<file path="src/rtl/ssd_pkg.sv">
// Shared types, segment constants and the hex-to-segment helper
// for the seven-segment display scheduler (ssd_display_sched).
package ssd_pkg;

    typedef enum logic {
        SHOW_CREDIT = 1'b0,
        SHOW_MSG    = 1'b1
    } disp_state_t;

    localparam logic [6:0] SEG_BLANK = 7'h7F;
    localparam logic [6:0] SEG_DASH  = 7'h7E;
    localparam int         BCD_MAX   = 9999;

    // Active-low {a,b,c,d,e,f,g}
    function automatic logic [6:0] hex_to_seg(input logic [3:0] h);
        logic [6:0] s;
        unique case (h)
            4'h0: s = 7'b0000001;
            4'h1: s = 7'b1001111;
            4'h2: s = 7'b0010010;
            4'h3: s = 7'b0000110;
            4'h4: s = 7'b1001100;
            4'h5: s = 7'b0100100;
            4'h6: s = 7'b0100000;
            4'h7: s = 7'b0001111;
            4'h8: s = 7'b0000000;
            4'h9: s = 7'b0000100;
            4'hA: s = 7'b0001000;
            4'hB: s = 7'b1100000;
            4'hC: s = 7'b0110001;
            4'hD: s = 7'b1000010;
            4'hE: s = 7'b0110000;
            4'hF: s = 7'b0111000;
        endcase
        return s;
    endfunction

endpackage

</file>
<file path="src/rtl/ssd_display_sched_bin2bcd.sv">
// Sequential shift-add-3 binary to 4-digit BCD converter.
// Ports: clk, reset, start, bin[W-1:0] in; busy, done, bcd[15:0] out.
// start is taken only while idle; one shift per cycle for W cycles,
// then bcd loads on the edge that ends the cycle where done is high.
module bin2bcd_seq
    import ssd_pkg::*;
#(
    parameter int W = 14
) (
    input  logic         clk,
    input  logic         reset,
    input  logic         start,
    input  logic [W-1:0] bin,
    output logic         busy,
    output logic         done,
    output logic [15:0]  bcd
);

    localparam int CW = $clog2(W + 1);

    logic [W-1:0]  sh;
    logic [15:0]   acc;
    logic [15:0]   adj;
    logic [CW-1:0] cnt;

    always_comb begin
        adj = acc;
        for (int i = 0; i < 4; i++) begin
            if (acc[4*i +: 4] >= 4'd5) begin
                adj[4*i +: 4] = acc[4*i +: 4] + 4'd3;
            end
        end
    end

    // Final cycle of a run: all W bits have been shifted in.
    assign done = busy && (cnt == CW'(W));

    always_ff @(posedge clk or posedge reset) begin
        if (reset) begin
            busy <= 1'b0;
            cnt  <= '0;
            sh   <= '0;
            acc  <= '0;
            bcd  <= '0;
        end else if (!busy) begin
            if (start) begin
                sh   <= bin;
                acc  <= '0;
                cnt  <= '0;
                busy <= 1'b1;
            end
        end else if (done) begin
            bcd  <= acc;
            busy <= 1'b0;
        end else begin
            acc <= {adj[14:0], sh[W-1]};
            sh  <= {sh[W-2:0], 1'b0};
            cnt <= cnt + CW'(1);
        end
    end

endmodule

</file>
<file path="src/rtl/ssd_display_sched.sv">
// Display scheduler: credit (binary->BCD) vs. timed hex messages,
// producing registered active-low segments seg3..seg0 (seg0 rightmost).
// Ports: clk, reset, credit_val/credit_upd, msg_req/msg_code in;
//        msg_ack, msg_active, conv_busy, seg3..seg0 out.
// Optional: define SSD_MSG_BLINK_EN to blink messages every BLINK_CYCLES.
module ssd_display_sched
    import ssd_pkg::*;
#(
    parameter int HOLD_CYCLES  = 100000000,
    parameter int BLINK_CYCLES = 25000000,
    parameter int CREDIT_W     = 14
) (
    input  logic                clk,
    input  logic                reset,
    input  logic [CREDIT_W-1:0] credit_val,
    input  logic                credit_upd,
    input  logic                msg_req,
    input  logic [15:0]         msg_code,
    output logic                msg_ack,
    output logic                msg_active,
    output logic                conv_busy,
    output logic [6:0]          seg3,
    output logic [6:0]          seg2,
    output logic [6:0]          seg1,
    output logic [6:0]          seg0
);

    localparam int HW = $clog2(HOLD_CYCLES + 1);

    if (HOLD_CYCLES < 1 || BLINK_CYCLES < 1) begin : g_bad_param
        $error("ssd_display_sched: cycle parameters must be >= 1");
    end

    // ---------------- credit path ----------------
    logic                cbusy;
    logic                cdone;
    logic [15:0]         bcd;
    logic                cstart;
    logic [CREDIT_W-1:0] cbin;
    logic [CREDIT_W-1:0] pend_val;
    logic                pend_vld;
    logic                run_ovf;
    logic                disp_ovf;

    // A fresh update beats a parked one (last one wins).
    assign cstart = !cbusy && (credit_upd || pend_vld);
    assign cbin   = credit_upd ? credit_val : pend_val;

    bin2bcd_seq #(.W(CREDIT_W)) u_conv (
        .clk   (clk),
        .reset (reset),
        .start (cstart),
        .bin   (cbin),
        .busy  (cbusy),
        .done  (cdone),
        .bcd   (bcd)
    );

    always_ff @(posedge clk or posedge reset) begin
        if (reset) begin
            pend_vld <= 1'b0;
            pend_val <= '0;
            run_ovf  <= 1'b0;
            disp_ovf <= 1'b0;
        end else begin
            if (cstart) begin
                pend_vld <= 1'b0;
                run_ovf  <= (cbin > CREDIT_W'(BCD_MAX));
            end else if (credit_upd) begin
                pend_vld <= 1'b1;
                pend_val <= credit_val;
            end
            // Overflow flag moves on the same edge the BCD register loads.
            if (cdone) begin
                disp_ovf <= run_ovf;
            end
        end
    end

    assign conv_busy = cbusy || pend_vld;

    logic [27:0] cimg;

    always_comb begin
        cimg[6:0]   = hex_to_seg(bcd[3:0]);
        cimg[13:7]  = (bcd[15:4] == '0) ? SEG_BLANK : hex_to_seg(bcd[7:4]);
        cimg[20:14] = (bcd[15:8] == '0) ? SEG_BLANK : hex_to_seg(bcd[11:8]);
        cimg[27:21] = (bcd[15:12] == '0) ? SEG_BLANK : hex_to_seg(bcd[15:12]);
        if (disp_ovf) begin
            cimg = {4{SEG_DASH}};
        end
    end

    // ---------------- message path ----------------
    disp_state_t state;
    logic [HW-1:0] hold;
    logic [15:0]   msg_lat;
    logic          accept;
    logic [27:0]   mimg;
    logic [27:0]   mview;

    // The ack cycle masks the still-high level request.
    assign accept = msg_req && !msg_ack;

    assign mimg = {hex_to_seg(msg_lat[15:12]), hex_to_seg(msg_lat[11:8]),
                   hex_to_seg(msg_lat[7:4]),   hex_to_seg(msg_lat[3:0])};

`ifdef SSD_MSG_BLINK_EN
    localparam int BW = $clog2(BLINK_CYCLES + 1);

    logic [BW-1:0] bcnt;
    logic          vis;

    always_ff @(posedge clk or posedge reset) begin
        if (reset) begin
            bcnt <= '0;
            vis  <= 1'b1;
        end else if (accept) begin
            bcnt <= '0;
            vis  <= 1'b1;
        end else if (state == SHOW_MSG) begin
            if (bcnt == BW'(BLINK_CYCLES - 1)) begin
                bcnt <= '0;
                vis  <= !vis;
            end else begin
                bcnt <= bcnt + BW'(1);
            end
        end
    end

    assign mview = vis ? mimg : {4{SEG_BLANK}};
`else
    assign mview = mimg;
`endif

    always_ff @(posedge clk or posedge reset) begin
        if (reset) begin
            state      <= SHOW_CREDIT;
            hold       <= '0;
            msg_lat    <= '0;
            msg_ack    <= 1'b0;
            msg_active <= 1'b0;
            {seg3, seg2, seg1, seg0} <= {4{SEG_BLANK}};
        end else begin
            msg_ack <= accept;
            if (accept) begin
                state   <= SHOW_MSG;
                msg_lat <= msg_code;
                hold    <= HW'(HOLD_CYCLES - 1);
            end else if (state == SHOW_MSG) begin
                if (hold == '0) begin
                    state <= SHOW_CREDIT;
                end else begin
                    hold <= hold - HW'(1);
                end
            end
            msg_active <= (state == SHOW_MSG);
            if (state == SHOW_MSG) begin
                {seg3, seg2, seg1, seg0} <= mview;
            end else begin
                {seg3, seg2, seg1, seg0} <= cimg;
            end
        end
    end

endmodule
</file>
<file path="config.mk">
export PLATFORM = sky130hd
export DESIGN_NAME = ssd_display_sched
export DESIGN_NICKNAME = d
export VERILOG_FILES = /design/src/rtl/ssd_pkg.sv /design/src/rtl/ssd_display_sched_bin2bcd.sv /design/src/rtl/ssd_display_sched.sv
export SDC_FILE = /design/constraint.sdc
export NUM_CORES = 1
export LEC_CHECK = 0
export BUFFER_PORTS_ARGS = -buffer_cell sky130_fd_sc_hd__buf_2
export CAP_MARGIN = 10
export CORE_MARGIN = 2
export CORE_UTILIZATION = 61
export DETAILED_ROUTE_END_ITERATION = 10
export HOLD_SLACK_MARGIN = 0.02
export PLACE_DENSITY_LB_ADDON = 0.15
export SYNTH_ARGS = -nofsm -noshare
export SYNTH_HDL_FRONTEND = slang
export SYNTH_SLANG_ARGS = --single-unit
</file>
<file path="constraint.sdc">
create_clock -name clk -period 5 [get_ports clk]
set_input_delay 0.25 -clock clk [delete_from_list [all_inputs] [get_ports clk]]
set_output_delay 0.25 -clock clk [all_outputs]
set_load 0.02 [all_outputs]
</file>
==> results of run 1 <==
[cell families (layout without fill, tap and decap cells)]
family / after synthesis / after routing / share of synthesized area (%)
xor gates and xnor gates: 18 / 18 / 1.895
AOI/OAI and AO/OA: 212 / 212 / 14.89
buffers and inverters: 100 / 150 / 4.557
muxes: 54 / 54 / 7.700
and+or+nand+nor: 335 / 335 / 18.95
adders and majority gates: 59 / 59 / 8.874
DFF: 142 / 142 / 43.13
[per-layer routing]
layer	up-vias	track usage, %	wire [um]
li1	3287	-	-
met1	3291	32.99	7885
met2	165	45.37	9270
met3	32	6.226	752
met4	0	8.430	302
met5	-	0	0
[state kept, by name, summed over array words and instances, names as in the netlist]
signal,count
u_conv.cnt,4
pend_vld,1
u_conv.bcd,16
msg_ack,1
state,1
seg3,7
run_ovf,1
u_conv.sh,14
hold,27
disp_ovf,1
pend_val,14
seg1,7
u_conv.acc,16
u_conv.busy,1
msg_active,1
msg_lat,16
seg0,7
seg2,7
[power groups by stage]
stage	Clock (mW)	Sequential, mW	Combinational, mW
6_report	1.21	1.91	1.73
5_1_grt	1.28	1.96	1.96
4_1_cts	1.22	1.90	1.73
3_5_place_dp	0	1.91	1.70
3_3_place_gp	0	1.89	1.61
2_1_floorplan	0	1.80	1.37
[worst min-delay path by stage]
| stage | from | endpoint |
|---|---|---|
| 2_1_floorplan | state$_DFF_PP0_ | msg_active$_DFF_PP0_ |
| 3_3_place_gp | msg_code[7] | msg_lat[7]$_DFFE_PP0P_ |
| 3_5_place_dp | msg_code[3] | msg_lat[3]$_DFFE_PP0P_ |
| 4_1_cts | msg_code[10] | msg_lat[10]$_DFFE_PP0P_ |
| 5_1_grt | msg_code[10] | msg_lat[10]$_DFFE_PP0P_ |
| 6_report | msg_code[10] | msg_lat[10]$_DFFE_PP0P_ |
[per-stage QoR]
step	setup WS, ns	hold WS (ns)	power (mW)	instance area [um^2]
after floorplan	0.9868	0.3519	3.171	8319
after global placement	2.314	0.4402	3.491	8700
after detailed placement	2.181	0.4513	3.616	8700
after CTS	2.176	0.02025	4.849	9304
after global routing	1.899	0.03170	5.200	9304
final	2.129	0.02407	4.843	9304
[worst min-delay path, delay by kind of cell]
kind	cells	cell delay, ns
simple gates	2	0.09
buf+inv	1	0.08
[cell type report]
type                    count  area, um^2
well taps                 176       220.2
flip-flops and latches    142        3588
fillers                  1026        3991
clock inverters            14       135.1
multi-input cells         678        4355
repair buffers             74       405.4
inverters                  44       170.2
clock buffers              18       429.2
[cells in the final DEF (no fill, tap or decap), types with 4 or more instances in the layout]
master,n
a32o_1,4
inv_1,42
nor4_1,10
mux4_2,6
nor2_1,115
or2_2,4
dfrtp_1,114
o31ai_1,17
or3_1,15
a32oi_1,6
nor3_1,23
ha_1,59
nand2_1,92
a31oi_1,9
nand3b_1,7
dfstp_2,28
buf_2,64
buf_4,6
xnor2_1,5
a21oi_1,73
inv_6,5
mux2_2,20
o21ai_0,73
a22oi_1,9
xor2_1,13
nand2b_1,14
nand3_1,22
or4_1,6
mux2i_1,28
clkbuf_16,17
dlygate4sd3_1,4
nand4_1,6
[Yosys cell counts (all sizes together) (4+ instances only)]
cell	n	area share [%]
dfstp	28	8.8
a21oi	73	4.4
xor2	13	1.4
nand3	22	1.3
mux4	6	1.6
o21ai	75	4.5
nand2	92	4.2
o31ai	17	1.5
or4	9	0.92
nor4	10	0.75
a32oi	6	0.63
nor2	115	5.2
nand4	6	0.45
nor3	24	1.5
nand3b	7	0.63
clkbuf	49	2.2
mux2	20	2.7
or2	4	0.30
dfrtp	114	34
mux2i	28	3.4
a32o	4	0.48
a31oi	9	0.68
buf	7	0.36
or3	15	1.1
nand2b	14	1.1
a22oi	9	0.81
inv	43	1.9
xnor2	5	0.53
ha	59	8.9
[repair_timing]
item | 4_1_cts | 5_1_grt
endpoints found under the setup margin | 0 | 0
hold buffers | 4 | 0
hold endpoints to repair | 14 | 0
resized for setup | 0 | 0
==> insert_results.sql, run 1 <==
INSERT INTO impl_metrics (metric_group, metric, value, unit) VALUES
('run_status', 'run_status', 'completed', ''),
('run', 'number_of_max_capacitance_violations_reported', '0', ''),
('placed_design', 'place.detailed.instances', '1110', ''),
('worst_setup_path', 'worstPathBufferInverterCount', '0', ''),
('global_route', 'grt_antenna_before_repair', '0', ''),
('clock_tree', 'numCtsBuffers', '17', ''),
('layout', 'area_growth_syn_to_layout', '11.84', '%'),
('logic_synthesis', 'syn-num-nets', '1013', ''),
('logic_synthesis', 'synth-async-reset-ratio', '100.0', '%'),
('worst_setup_path', 'worstReg2RegStart', 'hold[19]$_DFFE_PP0P_', ''),
('timing', 'final_hold_vio_count', '0', ''),
('logic_synthesis', 'synthesis.area_per_instance', '9.043', 'um^2'),
('route', 'antenna_violating_nets_post_route', '0', ''),
('route', 'first_pass_iters', '5', ''),
('layout', 'final_util', '69.98', '%'),
('layout', 'count_of_inserted_antenna_diode_cells', '0', ''),
('clock_tree', 'number_of_clock_sinks', '142', ''),
('pwr', 'comb_power_share', '35.7', '%'),
('layout', 'nNetsFinal', '1050', ''),
('worst_setup_path', 'r2r_cells', '5', ''),
('die', 'initial_core_util', '62.57', '%'),
('route', 'route.detailed.wl_per_inst', '15.89', 'um'),
('global_route', 'largest_net_degree_at_the_start_of_global_routing', '92', ''),
('route', 'drt-total-wl', '18.21', 'mm'),
('worst_setup_path', 'worst_ep_required_time', '5.31', 'ns'),
('clock_tree', 'cts.root.buffer_cell', 'clkbuf_16', ''),
('min_path', 'hold_depth', '3', ''),
('global_route', 'grt_overflow_total', '0', ''),
('pwr', 'switching_share', '39.57', '%'),
('worst_setup_path', 'crit_path_start', 'hold[19]$_DFFE_PP0P_', ''),
('worst_setup_path', 'endpoint_type_of_the_worst_setup_path', 'register', ''),
('timing', 'clock_skew', '0.008393', 'ns'),
('pwr', 'power.switching', '1.916', 'mW'),
('timing', 'tightest_slew', '0.9892', 'ns'),
('clock_tree', 'clock_insertion_delay_at_the_later_pin_of_the_skew_report', '0.43', 'ns'),
('die', 'design.die.area', '14590', 'um^2'),
('logic_synthesis', 'syn-instance-count', '920', ''),
('placed_design', 'finalWeightedCongestion', '0.9190', ''),
('logic_synthesis', 'yosysSeqAreaShare', '43.13', '%'),
('timing', 'drv_slew', '0', ''),
('route', 'drcViolationCount', '0', ''),
('global_route', 'gr-usage-all-layers', '26.41', '%'),
('worst_setup_path', 'reg2reg_setup_slack', '2.13', 'ns'),
('clock_tree', 'cts.reportedPaths.clkPinSlew', '0.06', 'ns'),
('die', 'fp.dieH', '120.8', 'um'),
('pwr', 'power.ir.vdd_worst', '0.0003583', 'V'),
('pwr', 'power.share.clock', '25.0', '%'),
('worst_setup_path', 'slowest_stage', 'nor3_2', ''),
('worst_setup_path', 'worst_r2r_endpoint', 'hold[7]$_DFFE_PP0P_', ''),
('timing', 'max_clock_freq', '348.3', 'MHz'),
('clock_tree', 'cts-htree-levels', '4', ''),
('worst_setup_path', 'arrival', '3.18', 'ns'),
('logic_synthesis', 'synth_edf_count', '0', ''),
('placed_design', 'buffer_ports.inserted', '64', ''),
('worst_setup_path', 'setup.worst_path.end', 'hold[7]$_DFFE_PP0P_', ''),
('pwr', 'pwr_density_cell', '520.5', 'nW/um^2'),
('die', 'core-area', '13300', 'um^2'),
('worst_setup_path', 'slowest_delay', '0.82', 'ns'),
('clock_tree', 'post-cts-setup-buffer-count', '0', ''),
('worst_setup_path', 'kind_of_cell_adding_the_most_delay_to_the_critical_path', 'simple AND/OR/NAND/NOR gates', ''),
('global_route', 'grt_pass1_wl', '30.83', 'mm'),
('route', 'vias', '6775', ''),
('pwr', 'sequentialPowerShare', '39.3', '%'),
('timing', 'setup_total_negative_slack', '0', 'ns'),
('worst_setup_path', 'worst_path_cell_chain', 'or3_1, or4_1, nor3_2, nor3_1, or3b_1', ''),
('placed_design', 'detailed_place_hpwl', '12.45', 'mm'),
('die', 'io_pins', '65', ''),
('die', 'die_x', '120.8', 'um'),
('timing', 'post-route-min-period', '2.871', 'ns'),
('pwr', 'internal_power', '2.926', 'mW'),
('clock_tree', 'cts_tree', 'done', '');
Power figures use the tool's default switching activity.
==> inputs of run 2 (changes only) <==
- clock period: 5 -> 2.91 ns (I/O delays scaled with it)
==> insert_results.sql, run 2 (synthesized netlist as in run 1, its figures left out) <==
INSERT INTO impl_metrics (metric_group, metric, value, unit) VALUES
('run_status', 'run_status', 'completed', ''),
('die', 'num_rows', '42', ''),
('global_route', 'grt_most_used_layer', 'met2', ''),
('layout', 'nNetsFinal', '1075', ''),
('clock_tree', 'cts-htree-levels', '4', ''),
('placed_design', 'detailed_place_hpwl', '12.42', 'mm'),
('min_path', 'hold_depth', '3', ''),
('pwr', 'pwr_density_cell', '886.7', 'nW/um^2'),
('route', 'first_pass_iters', '6', ''),
('global_route', 'grt_use_met1', '32.63', '%'),
('worst_setup_path', 'reg2reg_setup_slack', '0.28', 'ns'),
('worst_setup_path', 'critPathMostFrequentCell', 'or4_4', ''),
('pwr', 'internal_power', '5.288', 'mW'),
('layout', 'post-route-cell-area', '9605', 'um^2'),
('timing', 'final_hold_vio_count', '0', ''),
('clock_tree', 'cts.reportedPaths.clkPinSlew', '0.06', 'ns'),
('worst_setup_path', 'crit_path_start', 'hold[9]$_DFFE_PP0P_', ''),
('layout', 'largest_register_ffs', '27', ''),
('timing', 'drv_slew', '0', ''),
('worst_setup_path', 'worst_ep_required_time', '3.22', 'ns'),
('layout', 'final_util', '72.25', '%'),
('run', 'number_of_max_capacitance_violations_reported', '0', ''),
('pwr', 'sequentialPowerShare', '38.3', '%'),
('global_route', 'via_count_of_the_first_global_routing_pass', '6882', ''),
('worst_setup_path', 'worstReg2RegStart', 'hold[9]$_DFFE_PP0P_', ''),
('timing', 'layout_worst_path_cycle_share', '90.21', '%'),
('timing', 'post-route-min-period', '2.625', 'ns'),
('die', 'design.die.area', '14590', 'um^2'),
('route', 'antenna_violating_nets_post_route', '0', ''),
('placed_design', 'place.detailed.instances', '1120', ''),
('pwr', 'switching_share', '37.92', '%'),
('layout', 'post_route_cells_drive_above_1_share', '17.89', '%'),
('timing', 'rsz0062_at_grt', 'no', ''),
('pwr', 'power.ir.vdd_worst', '0.0005273', 'V'),
('worst_setup_path', 'worst_path_cell_chain', 'or4_4, or3_1, or4_4, o21ai_1, or3b_1', ''),
('clock_tree', 'number_of_clock_sinks', '142', ''),
('worst_setup_path', 'slowest_delay', '0.58', 'ns'),
('clock_tree', 'cts_resized', '0', ''),
('clock_tree', 'cts-root-to-sink-buffers', '2', ''),
('global_route', 'grt_antenna_before_repair', '0', ''),
('worst_setup_path', 'slowest_stage', 'or4_4', ''),
('layout', 'final-seq-area', '3588', 'um^2'),
('clock_tree', 'post-cts-setup-buffer-count', '0', ''),
('global_route', 'fraction_of_met3_tracks_used_by_global_routing', '5.330', '%'),
('route', 'drt-total-wl', '18.29', 'mm'),
('layout', 'count_of_inserted_antenna_diode_cells', '0', ''),
('route', 'drt-initial-drc-count', '496', ''),
('layout', 'final_cell_count_no_fill', '1171', ''),
('pwr', 'power.switching', '3.229', 'mW'),
('worst_setup_path', 'endpoint_type_of_the_worst_setup_path', 'register', ''),
('layout', 'most_common_library_cell_in_the_layout_ignoring_fill_and_taps', 'nor2_1', ''),
('clock_tree', 'cts_tree', 'done', ''),
('timing', 'clock_skew', '0.009670', 'ns'),
('pwr', 'fin_total_pwr', '8.517', 'mW'),
('timing', 'max_clock_freq', '380.9', 'MHz'),
('timing', 'setup_total_negative_slack', '0', 'ns'),
('timing', 'final_hold_slack', '0.05893', 'ns'),
('die', 'fp.dieH', '120.8', 'um'),
('layout', 'top_register', 'hold', ''),
('layout', 'total_of_fill_cells_in_the_finished_design', '968', ''),
('clock_tree', 'cts.root.buffer_cell', 'clkbuf_16', ''),
('die', 'io_pins', '65', ''),
('worst_setup_path', 'worst_setup_path_start_kind', 'register', ''),
('min_path', 'holdCritPathClass', 'in2reg', ''),
('placed_design', 'postPlaceCellArea', '8798', 'um^2'),
('pwr', 'leakage_power_total', '4.182', 'nW'),
('global_route', 'gr-usage-all-layers', '26.43', '%'),
('placed_design', 'finalWeightedCongestion', '0.8959', ''),
('worst_setup_path', 'timing.setup.critical_path_class', 'reg2reg', ''),
('layout', 'final_cell_mix', 'nor2_1, dfrtp_1, nand2_1', ''),
('timing', 'worst_slack_setup_final', '0.2848', 'ns'),
('min_path', 'min_delay_worst_endpoint', 'pend_val[1]$_DFFE_PP0N_', ''),
('global_route', 'largest_net_degree_at_the_start_of_global_routing', '68', ''),
('timing', 'worst_slew_margin_rel', '39.64', '%'),
('min_path', 'hp_start', 'credit_val[1]', ''),
('timing', 'tightest_slew', '0.9032', 'ns'),
('worst_setup_path', 'timing.critical_path.fanout_max', '7', ''),
('worst_setup_path', 'r2r_cells', '5', ''),
('clock_tree', 'numCtsBuffers', '17', ''),
('pwr', 'comb_power_share', '35.2', '%'),
('route', 'drcViolationCount', '0', ''),
('global_route', 'grt_overflow_total', '0', ''),
('placed_design', 'buffer_ports.inserted', '64', ''),
('layout', 'footprint_of_the_multi_input_gates', '4355', 'um^2'),
('worst_setup_path', 'worst_r2r_endpoint', 'hold[21]$_DFFE_PP0P_', ''),
('route', 'route.detailed.wl_per_inst', '15.62', 'um'),
('global_route', 'gr-usage-met2', '46.01', '%'),
('pwr', 'power.share.clock', '26.5', '%'),
('die', 'initial_core_util', '62.57', '%'),
('global_route', 'grt_pass1_wl', '31.10', 'mm'),
('route', 'vias', '7002', ''),
('die', 'die_x', '120.8', 'um'),
('clock_tree', 'clock_insertion_delay_at_the_later_pin_of_the_skew_report', '0.44', 'ns'),
('worst_setup_path', 'arrival', '2.93', 'ns'),
('timing', 'count_of_endpoints_failing_setup_in_the_final_report', '0', ''),
('die', 'core-area', '13300', 'um^2'),
('layout', 'area_growth_syn_to_layout', '15.46', '%'),
('route', 'vias_per_cell', '5.980', ''),
('placed_design', 'place_worst_setup_slack', '0.3122', 'ns');
## run 2: cell count changes in the layout (fill, tap and decap cells not counted)
cell,change
dlygate4sd3_1,+15
inv_8,-1
buf_12,+2
inv_6,-3
bufinv_16,+2
clkinvlp_4,+2
buf_4,+8
clkinv_2,-1
clkbuf_8,+2
clkinv_4,-1
## run 2: worst max path at each step
stage                                to  slack [ns]
2_1_floorplan      hold[21]$_DFFE_PP0P_        0.41
3_3_place_gp       hold[21]$_DFFE_PP0P_        0.36
3_5_place_dp       hold[21]$_DFFE_PP0P_        0.31
4_1_cts            hold[21]$_DFFE_PP0P_        0.30
5_1_grt        u_conv.sh[6]$_DFFE_PP0P_         0.1
6_report           hold[21]$_DFFE_PP0P_        0.28
## run 2: power groups by stage
stage	registers [mW]	logic (mW)	clock network, mW
6_report	3.26	3.00	2.26
2_1_floorplan	3.10	2.35	0
3_5_place_dp	3.28	2.95	0
4_1_cts	3.26	3.00	2.28
3_3_place_gp	3.24	2.80	0
5_1_grt	3.36	3.40	2.37
## run 2: worst max-delay path: cells and delay by family (launching register included)
kind	cells	cell delay, ns
AOI/OAI and AO/OA	1	0.12
DFF	1	0.40
and+or+nand+nor	4	1.97
## run 2: what timing repair did
item,4_1_cts,5_1_grt
endpoints found under the hold margin,52,0
hold buffers,19,0
setup endpoints to repair,0,0
## run 2: layout make-up
cell class | instances | share of cell area [%]
clock buffers | 20 | 4.754
inverters | 44 | 1.758
well taps | 176 | 2.293
multi-input cells | 678 | 45.34
repair buffers | 99 | 6.826
clock inverters | 12 | 1.667
flip-flops and latches | 142 | 37.36
## run 2: per-layer routing
metal  share of wire [%]  vias up  wire [um]
met2                  51      189       9375
met3                 3.9       30        722
met5                   0        -          0
met4                 1.7        0        318
met1                  43     3443       7872
li1                    -     3340          -
